## src/rtl/zxuno_regbus_ctrl.sv

```systemverilog
// zxuno_regbus_ctrl: decodes Z80 I/O on the ZXUNO address/data ports into
// register-bus strobes and returns the winning slave's read data to the CPU.
module zxuno_regbus_ctrl #(
  parameter logic [15:0] ADDR_PORT  = 16'hFC3B,
  parameter logic [15:0] DATA_PORT  = 16'hFD3B,
  parameter int          NSLAVES    = 8,
  parameter logic [7:0]  NORESP_VAL = 8'hFF
) (
  input  logic                 clk,
  input  logic                 poweron_rst_n,
  input  logic [15:0]          a,
  input  logic                 iorq_n,
  input  logic                 rd_n,
  input  logic                 wr_n,
  input  logic                 m1_n,
  input  logic [7:0]           cpu_din,
  output logic [7:0]           cpu_dout,
  output logic                 cpu_oe_n,
  output logic [7:0]           zxuno_addr,
  output logic                 zxuno_regrd,
  output logic                 zxuno_regwr,
  output logic [7:0]           reg_wdata,
  input  logic [8*NSLAVES-1:0] slave_dout,
  input  logic [NSLAVES-1:0]   slave_oe_n
);
  typedef enum logic [2:0] {IDLE, ADDR_WR, DATA_WR, DATA_RD, WAIT_END} state_t;
  state_t     state_q, state_d;
  logic       s_io_q, s_io_d, s_rd_q, s_rd_d, s_wr_q, s_wr_d;
  logic       s_ap_q, s_ap_d, s_dp_q, s_dp_d;
  logic [7:0] s_din_q, s_din_d;
  logic       prev_q, prev_d, armed_q, armed_d;
  logic [7:0] addr_q, addr_d, wdata_q, wdata_d, dout_q, dout_d;
  logic       regrd_q, regrd_d, regwr_q, regwr_d, oe_n_q, oe_n_d;
  logic       raw_act, s_act, s_rdc, start;
  logic [7:0] arb;
  always_comb begin
    s_io_d  = ~iorq_n & m1_n;
    s_rd_d  = ~rd_n;
    s_wr_d  = ~wr_n;
    s_ap_d  = a == ADDR_PORT;
    s_dp_d  = a == DATA_PORT;
    s_din_d = cpu_din;
    raw_act = s_io_d & (s_ap_d | s_dp_d) & (s_rd_d ^ s_wr_d);
    s_act   = s_io_q & (s_ap_q | s_dp_q) & (s_rd_q ^ s_wr_q);
    s_rdc   = s_act & s_rd_q;
    // armed only after the bus has been seen idle, so a cycle straddling reset is ignored
    armed_d = armed_q | ~raw_act;
    start   = s_act & ~prev_q & armed_q;
    prev_d  = s_act;
    arb = NORESP_VAL;
    for (int i = NSLAVES - 1; i >= 0; i--)
      if (!slave_oe_n[i]) arb = slave_dout[8*i +: 8];
    dout_d  = (s_rdc & s_ap_q) ? addr_q : arb;
    oe_n_d  = ~(s_rdc & armed_q);
    state_d = state_q;
    addr_d  = addr_q;
    wdata_d = wdata_q;
    regwr_d = 1'b0;
    regrd_d = 1'b0;
    case (state_q)
      IDLE:     state_d = (start & s_wr_q) ? (s_ap_q ? ADDR_WR : DATA_WR) :
                          (start & s_dp_q) ? DATA_RD : IDLE;
      ADDR_WR: begin
        addr_d  = s_din_q;
        state_d = WAIT_END;
      end
      DATA_WR: begin
        regwr_d = 1'b1;
        wdata_d = s_din_q;
        state_d = WAIT_END;
      end
      DATA_RD: begin
        regrd_d = s_io_q & s_rd_q;
        state_d = regrd_d ? DATA_RD : IDLE;
      end
      default:  state_d = s_io_q ? WAIT_END : IDLE;
    endcase
  end
  always_ff @(posedge clk or negedge poweron_rst_n) begin
    if (!poweron_rst_n) begin
      state_q <= IDLE;
      s_io_q  <= 1'b0;
      s_rd_q  <= 1'b0;
      s_wr_q  <= 1'b0;
      s_ap_q  <= 1'b0;
      s_dp_q  <= 1'b0;
      s_din_q <= 8'h00;
      prev_q  <= 1'b0;
      armed_q <= 1'b0;
      addr_q  <= 8'h00;
      wdata_q <= 8'h00;
      dout_q  <= 8'hFF;
      regrd_q <= 1'b0;
      regwr_q <= 1'b0;
      oe_n_q  <= 1'b1;
    end else begin
      state_q <= state_d;
      s_io_q  <= s_io_d;
      s_rd_q  <= s_rd_d;
      s_wr_q  <= s_wr_d;
      s_ap_q  <= s_ap_d;
      s_dp_q  <= s_dp_d;
      s_din_q <= s_din_d;
      prev_q  <= prev_d;
      armed_q <= armed_d;
      addr_q  <= addr_d;
      wdata_q <= wdata_d;
      dout_q  <= dout_d;
      regrd_q <= regrd_d;
      regwr_q <= regwr_d;
      oe_n_q  <= oe_n_d;
    end
  end
  assign cpu_dout    = dout_q;
  assign cpu_oe_n    = oe_n_q;
  assign zxuno_addr  = addr_q;
  assign zxuno_regrd = regrd_q;
  assign zxuno_regwr = regwr_q;
  assign reg_wdata   = wdata_q;
endmodule
```

## config.mk

```make
export PLATFORM = sky130hd
export DESIGN_NAME = zxuno_regbus_ctrl
export DESIGN_NICKNAME = d
export VERILOG_FILES = /design/src/rtl/zxuno_regbus_ctrl.sv
export SDC_FILE = /design/constraint.sdc
export NUM_CORES = 1
export LEC_CHECK = 0
export ABC_CLOCK_PERIOD_IN_PS = 2400
export CORE_MARGIN = 1.5
export CORE_UTILIZATION = 41
export CTS_CLUSTER_SIZE = 12
export DETAILED_ROUTE_END_ITERATION = 8
export GPL_ROUTABILITY_DRIVEN = 1
export PLACE_DENSITY = 0.87
export SYNTH_ARGS = -nofsm -noshare
export SYNTH_HDL_FRONTEND = slang
export SYNTH_SLANG_ARGS = --single-unit
```

## constraint.sdc

```tcl
create_clock -name clk -period 2.4 [get_ports clk]
set_input_delay 0.24 -clock clk [delete_from_list [all_inputs] [get_ports clk]]
set_output_delay 0.24 -clock clk [all_outputs]
set_load 0.03 [all_outputs]
```

# After elaboration in Yosys (flattened, before gate mapping)
# Cells that the tools add are included.
totals:
  regBits: 45
  wordCells: 63
  output_inout_bits: 27
  inputBits: 102
classes:
  bitwise: 24
  eq_ne: 5
  mux: 17
  reduce_logical: 2
op_table:
  columns: ["operator", "n"]
  rows:
  - ["$mux W8", 9]
  - ["$eq A16 B16 Y1 const B", 2]
  - ["$and A1 B1 Y1", 13]
  - ["$pmux W3 S3", 1]
  - ["$mux W2", 4]
  - ["$eq A3 B2 Y1 const B", 2]
  - ["$not A1 Y1", 6]
  - ["$eq A3 B1 Y1 const B", 1]
  - ["$logic_not A3 Y1", 1]
  - ["$mux W3", 1]
  - ["$or A1 B1 Y1", 3]
  - ["$mux W1", 2]
  - ["$reduce_or A2 Y1", 1]
  - ["$xor A1 B1 Y1", 2]

# Longest topological paths before layout
# Gate-level depths: netlist of run 1.
depth:
  depth_word: 9
  mapped_depth: 6
  ltp_nobuf: 4

# Worst setup path after synthesis of run 1
# OpenSTA, ideal clock, no wires.
synth_timing:
  path_kind: "register to register"
  startpoint: "register s_wr_q"
  endpoint: "register dout_q[0], in the netlist cpu_dout[0]"
  arrival_ns: 1.254
  synth_period_minus_slack_ns: 1.342
  stages_incl_launch_ff: 6
  required_ns: 2.312
  n_path_buf: 1
  setup_ns: 0.088
  setup_slack_ns: 1.058
  path_cell_list: "dfrtp_1 > and3b_2 > nand2_4 > and3_4 > buf_6 > a221oi_2"
synth_via:
  elab_chain_cells: 5
synth_rtl:
  columns: ["item", "line", "text"]
  rows:
  - ["from (decl)", "28", "logic s_io_q, s_io_d, s_rd_q, s_rd_d, s_wr_q, s_wr_d;"]
  - ["from (signal assigned)", "100", "s_wr_q <= s_wr_d;"]
  - ["$xor A1 B1 Y1", "44", "s_act = s_io_q & (s_ap_q | s_dp_q) & (s_rd_q ^ s_wr_q);"]
  - ["$and A1 B1 Y1", "44", null]
  - ["$and A1 B1 Y1", "45", "s_rdc = s_act & s_rd_q;"]
  - ["$and A1 B1 Y1", "53", "dout_d = (s_rdc & s_ap_q) ? addr_q : arb;"]
  - ["$mux W8", "53", null]
  - ["named net dout_d[0]", "32", "logic [7:0] addr_q, addr_d, wdata_q, wdata_d, dout_q, dout_d;"]
  - ["to (signal assigned)", "108", "dout_q <= dout_d;"]
  - ["to (decl)", "32", null]
# The timed path passes the listed nets, and every way through them passes these cells.
# A chain may end at the register's enable or synchronous reset.

# Final worst setup path of run 1
layout_timing:
  startpoint: "register dout_q[4], in the netlist cpu_dout[4]"
  endpoint: "output cpu_dout[4]"
layout_lines:
  columns: ["item", "line", "text"]
  rows:
  - ["to (decl)", "17", "output logic [7:0] cpu_dout,"]
# No word-level cell between the ends.

==> metrics.yaml, run 1 <==
status:
  status: "finished, final reports clean"
detailed_routing:
  wire_per_inst_um: 17.2
  drt-initial-drc-count: 81
  viasPerCell: 5.38
  wl_um: 6520
  ant_nets: 0
  via_count: 2043
  drtPass1Iterations: 5
  drcViolationCount: 0
logic_synthesis:
  synthTopCellsByArea: "dfrtp_1, dfstp_2, mux2_1"
  syn_area_sq_um: 2170
  yosys_most_used_dff: "dfrtp_1"
  syn_inst: 183
  ys_ff_latch: 45
  yosysUniqueCellTypes: 36
  synth_nets: 285
  synth_edf_count: 0
  synth-seq-area-share_pct: 52.3
  avgSynthCellArea_sq_um: 11.9
  async_flop_share_pct: 100
  yosysTopAreaCell: "dfrtp_1"
  synth.top_cell.area_share_pct: 41.4
  synth_commonest_cells: "dfrtp_1, mux2_1, o221ai_1"
  ys_warn_count: 0
  synth.most_common_cell: "dfrtp_1"
setup_path:
  rrSetupSlack_ns: 0.76
  crit_slowest_cell: "clkdlybuf4s50_1"
  endpoint_kind: "output pin"
  crit_chain: "clkdlybuf4s50_1"
  max_stage_delay_ns: 0.69
  path_buf_inv: 1
  critPathTopFamily: "buffers and inverters"
  crit_path_max_fanout: 1
  r2r_start: "state_q[2]"
  r2r_cells: 4
  start_kind: "register"
  reg2reg_to: "reg_wdata[3]"
  arrival_ns: 1.50
  cp.required_ns: 2.16
  critPathKind: "register to output pin"
global_routing:
  grt_pass1_wl_um: 10000
  grt_pass1_vias: 2202
  grt_remaining_overflow: 0
  track_usage_pct: 23.9
  antenna_found_initial: 0
  grt_max_degree: 46
clock_network:
  post_cts_buffers: 0
  cts_tree: "built"
  clk_latency_ns: 0.29
  ctsHoldBuffers: 0
  numCtsBuffers: 5
  htree_num_levels: 2
  cts.sinks: 45
  clkSlewWorstSetupHoldPaths_ns: 0.08
  cts-resized-gates: 0
  cts_max_path_buffers: 2
  root_buffer: "clkbuf_8"
timing:
  tightest_slew_ns: 0.963
  fin_setup_tns_ns: 0
  setup_viol: 0
  rsz0062_at_grt: "no"
  drv_slew: 0
  finalHoldViolCount: 0
  worst_hold_slack_ns: 0.0932
  min_period_over_period_pct: 72.3
  min_period_ns: 1.74
  slew_headroom_pct: 35.8
  max_freq_ghz: 0.576
  clock_skew_ns: 0.00540
cells_and_area:
  n_fill_cell: 388
  drive_gt1_share_pct: 10.0
  finalNetCount: 411
  area_growth_pct: 64.4
  n_antenna_cell: 0
pwr:
  leakage_uw: 0.00151
  cellPowerDensity_nw_per_um2: 446
  ir_drop_v: 0.000393
placement:
  gp_congestion: 0.921
  dpl.hpwl_um: 5390
  numPortBuffers: 128
floorplan:
  core_sq_um: 5110
  die_area_sq_um: 5750
  rows: 26
  die_w_um: 75.8
  ioPinCount: 129
  initial_core_util_pct: 42.6
  die-height_um: 75.8
hold_path:
  hold_path.class: "input pin to async pin"
run:
  cap_violations: 0
## cell families after synthesis
family	after synthesis	share of synthesized area, %
buffers and inverters	16	3.68
and+or+nand+nor	48	12.1
xor gates and xnor gates	3	1.21
AOI/OAI and AO/OA	55	22.4
DFF	45	52.3
muxes	16	8.29
## worst register-to-register path, cell delays in order, from the launching register on
cell and delay, ns:
dfrtp_1 0.41, nor2b_1 0.17, nor2b_1 0.37, buf_4 0.23, mux2_1 0.33
## power breakdown
part,internal [uW],switching (uW),leakage [uW]
Clock,202,235,0.0000450
Combinational,217,140,0.000893
Sequential,790,10.7,0.000568
## state kept, by name, summed over array words and instances, names as in the netlist
register and count:
reg_wdata 8, cpu_dout 8, zxuno_regwr 1, s_rd_q 1
zxuno_addr 8, armed_q 1, s_ap_q 1, s_wr_q 1
cpu_oe_n 1, zxuno_regrd 1, s_dp_q 1, s_io_q 1
state_q 3, prev_q 1, s_din_q 8
## worst max-delay path by stage
| stage | start | end | slack, ns | cells after the start |
|---|---|---|---|---|
| 4_1_cts | cpu_dout[7] | cpu_dout[7] | 0.65 | 1 |
| 3_5_place_dp | slave_oe_n[2] | cpu_dout[7] | 0.45 | 5 |
| 3_3_place_gp | slave_oe_n[2] | cpu_dout[6] | 0.50 | 5 |
| 2_1_floorplan | s_wr_q | cpu_dout[0] | 1.06 | 5 |
| 6_report | cpu_dout[4] | cpu_dout[4] | 0.66 | 1 |
| 5_1_grt | slave_oe_n[2] | cpu_dout[1] | 0.54 | 5 |
## stage by stage
| stage | total power, uW | setup WS [ns] | cells | cell area [sq um] | util, % |
|---|---|---|---|---|---|
| 6_report | 1600 | 0.665 | 380 | 3570 | 70.0 |
| 5_1_grt | 1670 | 0.544 | 380 | 3570 | 70.0 |
| 4_1_cts | 1610 | 0.652 | 380 | 3570 | 70.0 |
| 3_5_place_dp | 1170 | 0.449 | 372 | 3490 | 68.4 |
| 3_3_place_gp | 1160 | 0.503 | 372 | 3490 | 68.4 |
| 2_1_floorplan | 940 | 1.06 | 183 | 2170 | - |
## layer usage
metal	global-route usage, %	vias up	wire length (um)
met4	10.9	0	228
met2	44.2	83	3400
met3	4.63	20	355
li1	-	963	-
met1	26.2	977	2540
met5	0	-	0
## cells in the final DEF (no fill, tap or decap)
master,netlist,final
clkdlybuf4s50_1,0,127
and3_1,1,1
o21ai_0,5,5
mux2_1,16,16
xor2_1,1,1
nor2b_1,5,5
inv_1,4,4
nand4_1,2,2
clkbuf_8,0,5
inv_2,1,1
nor2_1,13,13
and3b_2,1,1
nand2b_1,10,10
a221oi_2,8,8
a22o_1,7,7
a21oi_1,1,1
nand2_1,7,7
clkinv_2,0,2
buf_2,7,1
or3_1,1,1
and3_4,1,1
nand3_1,1,1
o2111ai_1,1,1
nor4_1,2,2
o221ai_1,15,15
o21ai_1,1,1
o22ai_1,7,7
xnor2_1,2,2
o2bb2ai_1,1,1
clkbuf_1,2,1
and2_1,2,2
nor3b_1,1,1
nand2_4,1,1
a221oi_1,8,8
dfrtp_1,36,36
o211ai_1,1,1
dfstp_2,9,9
buf_4,1,2
## area by class of cell
| type | count | area (sq um) | share of cell area (%) |
|---|---|---|---|
| timing repair buffer | 130 | 1290 | 36.1 |
| clock buffer | 6 | 72.6 | 2.03 |
| sequential | 45 | 1140 | 31.8 |
| clock inverter | 2 | 10.0 | 0.280 |
| inverter | 5 | 18.8 | 0.525 |
| multi-input combinational | 122 | 957 | 26.8 |
| tap | 70 | 87.6 | 2.45 |
Power figures use the tool's default switching activity.
==> run 2: changes to the inputs <==
==> config.mk (replaced) <==
export PLATFORM = sky130hd
export DESIGN_NAME = zxuno_regbus_ctrl
export DESIGN_NICKNAME = d
export VERILOG_FILES = /design/src/rtl/zxuno_regbus_ctrl.sv
export SDC_FILE = /design/constraint.sdc
export NUM_CORES = 1
export LEC_CHECK = 0
export ABC_CLOCK_PERIOD_IN_PS = 1700
export CORE_MARGIN = 1.5
export CORE_UTILIZATION = 38
export CTS_CLUSTER_SIZE = 12
export DETAILED_ROUTE_END_ITERATION = 8
export GPL_ROUTABILITY_DRIVEN = 1
export PLACE_DENSITY = 0.81
export SYNTH_ARGS = -nofsm -noshare
export SYNTH_HDL_FRONTEND = slang
export SYNTH_SLANG_ARGS = --single-unit
==> constraint.sdc (replaced) <==
create_clock -name clk -period 1.7 [get_ports clk]
set_input_delay 0.17 -clock clk [delete_from_list [all_inputs] [get_ports clk]]
set_output_delay 0.17 -clock clk [all_outputs]
set_load 0.03 [all_outputs]
==> metrics.yaml, run 2 (synthesis results as in run 1) <==
global_routing:
  grt_pass1_vias: 2220  # was 2202
  grt_pass1_wl_um: 10900  # was 10000 um
  track_usage_pct: 23.3  # was 23.9%
  grt_remaining_overflow: 0  # unchanged
  grt_max_degree: 46  # unchanged
  antenna_found_initial: 0  # unchanged
timing:
  drv_slew: 0  # unchanged
  max_freq_ghz: 0.601
  min_period_over_period_pct: 97.9
  tightest_slew_ns: 0.544  # was 0.963 ns
  setup_viol: 0  # unchanged
  finalHoldViolCount: 0  # unchanged
  clock_skew_ns: 0.00758  # was 0.00540 ns
  rsz0062_at_grt: "no"  # unchanged
  fin_setup_tns_ns: 0  # unchanged
  min_period_ns: 1.66
  slew_headroom_pct: 63.7  # was 35.8%
cells_and_area:
  layout_commonest_cell: "clkdlybuf4s50_1"  # unchanged
  n_fill_cell: 455  # was 388
  finalNetCount: 421  # was 411
  area_growth_pct: 70.9  # was 64.4%
  ff_latch_area_sq_um: 1140  # unchanged
  final_cell_mix: "clkdlybuf4s50_1, dfrtp_1, mux2_1"  # unchanged
  finalNonFillerCells: 392  # was 380
  n_antenna_cell: 0  # unchanged
  multi_input_area_sq_um: 957  # unchanged
  stdcell_area_sq_um: 3720  # was 3570 sq um
  drive_gt1_share_pct: 12.8  # was 10.0%
  final_util_pct: 67.5  # was 70.0%
clock_network:
  cts.sinks: 45  # unchanged
  cts_tree: "built"  # unchanged
  cts_max_path_buffers: 2  # unchanged
  numCtsBuffers: 5  # unchanged
  post_cts_buffers: 0  # unchanged
  clkSlewWorstSetupHoldPaths_ns: 0.08  # about the same
  root_buffer: "clkbuf_8"  # unchanged
  clk_latency_ns: 0.30  # was 0.29 ns
  htree_num_levels: 2  # unchanged
setup_path:
  crit_chain: "clkdlybuf4s50_1"  # unchanged
  rrSetupSlack_ns: 0.24  # was 0.76 ns
  max_stage_delay_ns: 0.66  # was 0.69 ns
  crit_path_max_fanout: 1  # unchanged
  critPathTopFamily: "buffers and inverters"  # unchanged
  start_kind: "register"  # unchanged
  endpoint_kind: "output pin"  # unchanged
  critPathKind: "register to output pin"  # unchanged
  arrival_ns: 1.49  # was 1.50 ns
  path_buf_inv: 1  # unchanged
  cp.required_ns: 1.53  # was 2.16 ns
  crit_slowest_cell: "clkdlybuf4s50_1"  # unchanged
floorplan:
  die_area_sq_um: 6190  # was 5750 sq um
  initial_core_util_pct: 39.5  # was 42.6%
  rows: 27  # was 26
  core_sq_um: 5510  # was 5110 sq um
  die-height_um: 78.6  # was 75.8 um
  ioPinCount: 129  # unchanged
  die_w_um: 78.6  # was 75.8 um
detailed_routing:
  drt-initial-drc-count: 74  # was 81
  viasPerCell: 5.44  # was 5.38
  wl_um: 6820  # was 6520 um
  ant_nets: 0  # unchanged
  wire_per_inst_um: 17.4  # was 17.2 um
  drcViolationCount: 0  # unchanged
  via_count: 2131  # was 2043
  drtPass1Iterations: 4  # was 5
placement:
  gp_congestion: 0.847  # was 0.921
  dpl.hpwl_um: 5480  # was 5390 um
  dp.cells: 383  # was 372
  numPortBuffers: 128  # unchanged
  post_dp_cell_area_sq_um: 3560  # was 3490 sq um
pwr:
  ir_drop_v: 0.000528  # was 0.000393 V
  design_power_total_uw: 2600  # was 1600 uW
  leakage_uw: 0.00160  # was 0.00151 uW
  cellPowerDensity_nw_per_um2: 700  # was 446 nW/um^2
status:
  status: "finished, final reports clean"  # unchanged
hold_path:
  hold_path.class: "input pin to register"  # was input pin to async pin
run:
  cap_violations: 0  # unchanged
run 2: changes by cell type in the layout (fill, tap and decap cells not counted), sizes merged, moves of 2 or more:
| cell | previous run | this run |
|---|---|---|
| buf | 3 | 12 |
| bufinv | 0 | 2 |
| clkinv | 2 | 0 |
| dlymetal6s2s | 0 | 3 |
| clkdlybuf4s50 | 127 | 123 |
run 2: timing repair:
| action | in CTS | in global routing |
|---|---|---|
| hold buffers | 1 | 0 |
| resized for setup | 1 | 3 |
| gates cloned | 0 | 0 |
| hold endpoints to repair | 36 | 0 |
| setup endpoints to repair | 1 | 3 |
run 2: routing by layer:
layer	global-route usage, %	share of wire (%)	up-vias
li1	-	-	980
met2	42.2	52	100
met5	0	0	-
met3	5.00	6.2	15
met4	8.39	2.3	0
met1	27.0	39	1036
run 2: worst register-to-register path: stages, from the launching register on:
cell     delay, ns
dfrtp_1       0.42
nor2_1        0.15
and2_1        0.40
mux2_1        0.37
run 2: power breakdown:
group	internal, uW	switching [uW]	total (uW)	leakage [uW]
Clock	591	364	956	0.0000687
Sequential	1110	14.9	1130	0.000568
Combinational	316	201	518	0.000965
run 2: worst paths after layout:
path / startpoint / to / depth (start not counted)
max: cpu_dout[2] / cpu_dout[2] / 1
min: cpu_din[5] / s_din_q[5] / 1
max reg2reg: state_q[2] / zxuno_addr[5] / 3
min reg2reg: armed_q / cpu_oe_n / 1
max in group asynchronous: poweron_rst_n / cpu_dout[2] / 3
min in group asynchronous: poweron_rst_n / zxuno_regwr / 3
run 2: cell type report:
type | count | share of cell area, %
clock buffers | 5 | 1.85
multi-input cells | 122 | 25.8
flip-flops and latches | 45 | 30.6
inverters | 5 | 0.505
well taps | 72 | 2.42
repair buffers | 140 | 37.0
clock inverters | 3 | 1.85
run 2: stage by stage:
step,hold slack (ns),setup slack [ns]
2_1_floorplan,-0.126,0.358
3_3_place_gp,0.279,0.0632
3_5_place_dp,0.280,-0.00738
4_1_cts,0.301,0.00313
5_1_grt,0.296,0.00125
6_report,0.307,0.0365
==> run 3: changes to the inputs <==
--- a/config.mk
+++ b/config.mk
@@ -11,7 +11,7 @@
 export CTS_CLUSTER_SIZE = 12
 export DETAILED_ROUTE_END_ITERATION = 8
 export GPL_ROUTABILITY_DRIVEN = 1
-export PLACE_DENSITY = 0.81
+export PLACE_DENSITY = 0.89
 export SYNTH_ARGS = -nofsm -noshare
 export SYNTH_HDL_FRONTEND = slang
 export SYNTH_SLANG_ARGS = --single-unit
==> metrics.yaml, run 3 (synthesis results as in run 1) <==
cells_and_area:
  drive_gt1_share_pct: 13.4  # was 12.8%
  n_antenna_cell: 0  # unchanged
  layout_commonest_cell: "clkdlybuf4s50_1"  # unchanged
  area_growth_pct: 71.5  # was 70.9%
  finalNetCount: 423  # was 421
  final_cell_mix: "clkdlybuf4s50_1, dfrtp_1, mux2_1"  # unchanged
setup_path:
  critPathKind: "register to output pin"  # unchanged
  path_buf_inv: 1  # unchanged
  rrSetupSlack_ns: 0.30  # was 0.24 ns
  r2r_cells: 3  # unchanged
  arrival_ns: 1.49  # about the same
  max_stage_delay_ns: 0.68  # was 0.66 ns
  crit_slowest_cell: "clkdlybuf4s50_1"  # unchanged
  critPathTopFamily: "buffers and inverters"  # unchanged
  crit_end: "cpu_dout[3]"  # was cpu_dout[2]
  reg2reg_to: "zxuno_addr[5]"  # unchanged
  crit_cells: 1  # unchanged
  critPathLaunch: "cpu_dout[3]"  # was cpu_dout[2]
  crit_path_max_fanout: 1  # unchanged
  endpoint_kind: "output pin"  # unchanged
  cp.required_ns: 1.53  # about the same
  r2r_start: "state_q[2]"  # unchanged
  crit_chain: "clkdlybuf4s50_1"  # unchanged
  start_kind: "register"  # unchanged
floorplan:
  ioPinCount: 129  # unchanged
  rows: 27  # unchanged
  core_sq_um: 5510  # unchanged
  die_w_um: 78.6  # unchanged
  die_area_sq_um: 6190  # unchanged
  die-height_um: 78.6  # unchanged
  initial_core_util_pct: 39.5  # unchanged
pwr:
  ir_drop_v: 0.000593  # was 0.000528 V
  design_power_total_uw: 2580  # was 2600 uW
  power.share.switching_pct: 21.7  # was 22.3%
  cellPowerDensity_nw_per_um2: 692  # was 700 nW/um^2
  power_frac_comb_pct: 20.1  # was 19.9%
  internal-power_uw: 2020  # about the same
  power_switching_uw: 560  # was 581 uW
  p_clk_share_pct: 36.2  # was 36.7%
  p_seq_share_pct: 43.8  # was 43.4%
  leakage_uw: 0.00161  # was 0.00160 uW
placement:
  dpl.hpwl_um: 5350  # was 5480 um
  gp_congestion: 0.879  # was 0.847
  numPortBuffers: 128  # unchanged
timing:
  drv_slew: 0  # unchanged
  fin_setup_tns_ns: 0  # unchanged
  min_period_ns: 1.66  # about the same
  finalHoldViolCount: 0  # unchanged
  rsz0062_at_grt: "no"  # unchanged
  min_period_over_period_pct: 97.7  # was 97.9%
  clock_skew_ns: 0.00775  # was 0.00758 ns
  setup_viol: 0  # unchanged
  max_freq_ghz: 0.602  # was 0.601 GHz
  slew_headroom_pct: 63.5  # was 63.7%
  tightest_slew_ns: 0.548  # was 0.544 ns
global_routing:
  grt_max_degree: 46  # unchanged
  grt_pass1_wl_um: 10400  # was 10900 um
  grt_remaining_overflow: 0  # unchanged
  antenna_found_initial: 0  # unchanged
  grt_pass1_vias: 2159  # was 2220
  track_usage_pct: 22.1  # was 23.3%
detailed_routing:
  viasPerCell: 5.29  # was 5.44
  drcViolationCount: 0  # unchanged
  wl_um: 6570  # was 6820 um
  drt-initial-drc-count: 85  # was 74
  via_count: 2085  # was 2131
  ant_nets: 0  # unchanged
  wire_per_inst_um: 16.7  # was 17.4 um
  drtPass1Iterations: 4  # unchanged
clock_network:
  htree_num_levels: 2  # unchanged
  clkSlewWorstSetupHoldPaths_ns: 0.08  # about the same
  root_buffer: "clkbuf_8"  # unchanged
  cts.sinks: 45  # unchanged
  post_cts_buffers: 0  # unchanged
  cts_max_path_buffers: 2  # unchanged
  cts_tree: "built"  # unchanged
  clk_latency_ns: 0.29  # was 0.30 ns
  numCtsBuffers: 5  # unchanged
hold_path:
  hold_path.class: "input pin to register"  # unchanged
status:
  status: "finished, final reports clean"  # unchanged
run:
  cap_violations: 0  # unchanged
## run 3: per-stage QoR
step | worst slack, ns | cell area [sq um] | utilization [%] | std cells | hold WS (ns)
global placement | 0.0502 | 3580 | 65.0 | 385 | 0.273
detailed placement | 0.0106 | 3580 | 65.0 | 385 | 0.280
global route | 0.0000282 | 3730 | 67.7 | 394 | 0.280
finish | 0.0390 | 3730 | 67.7 | 394 | 0.305
floorplan | 0.358 | 2170 | - | 183 | -0.126
CTS | 0.0134 | 3720 | 67.6 | 394 | 0.297
## run 3: how the worst min path moves through the flow
| stage | slack (ns) | end | startpoint | cells after the start |
|---|---|---|---|---|
| 4_1_cts | 0.30 | s_din_q[1] | cpu_din[1] | 1 |
| 3_3_place_gp | 0.27 | zxuno_regwr | poweron_rst_n | 2 |
| 5_1_grt | 0.28 | s_din_q[1] | cpu_din[1] | 1 |
| 3_5_place_dp | 0.28 | reg_wdata[2] | poweron_rst_n | 2 |
| 6_report | 0.31 | s_din_q[1] | cpu_din[1] | 1 |
| 2_1_floorplan | -0.13 | armed_q | poweron_rst_n | 0 |
## run 3: final cells by class
type	count	area, sq um
sequential	45	1140
multi-input combinational	122	957
tap	72	90.1
inverter	5	18.8
timing repair buffer	142	1390
clock inverter	3	65.1
fill	422	1780
clock buffer	5	68.8
## run 3: power groups by stage
stage / sequential [uW] / combinational, uW / clock, uW
finish: 1130 / 517 / 933
global route: 1130 / 551 / 1010
CTS: 1130 / 519 / 950
detailed placement: 1150 / 516 / 0
global placement: 1150 / 509 / 0
floorplan: 1190 / 138 / 0
## run 3: layer usage
metal	routed length, um	track usage (%)	vias to the layer above
met2	3380	37.6	97
met3	433	5.35	14
met4	167	8.57	0
met1	2590	26.8	984
li1	-	-	990
met5	0	0	-
## run 3: timing repair
| item | CTS | global route |
|---|---|---|
| endpoints found under the setup margin | 0 | 3 |
| gates resized for setup | 0 | 3 |
| endpoints found under the hold margin | 36 | 0 |
| hold buffers | 1 | 0 |
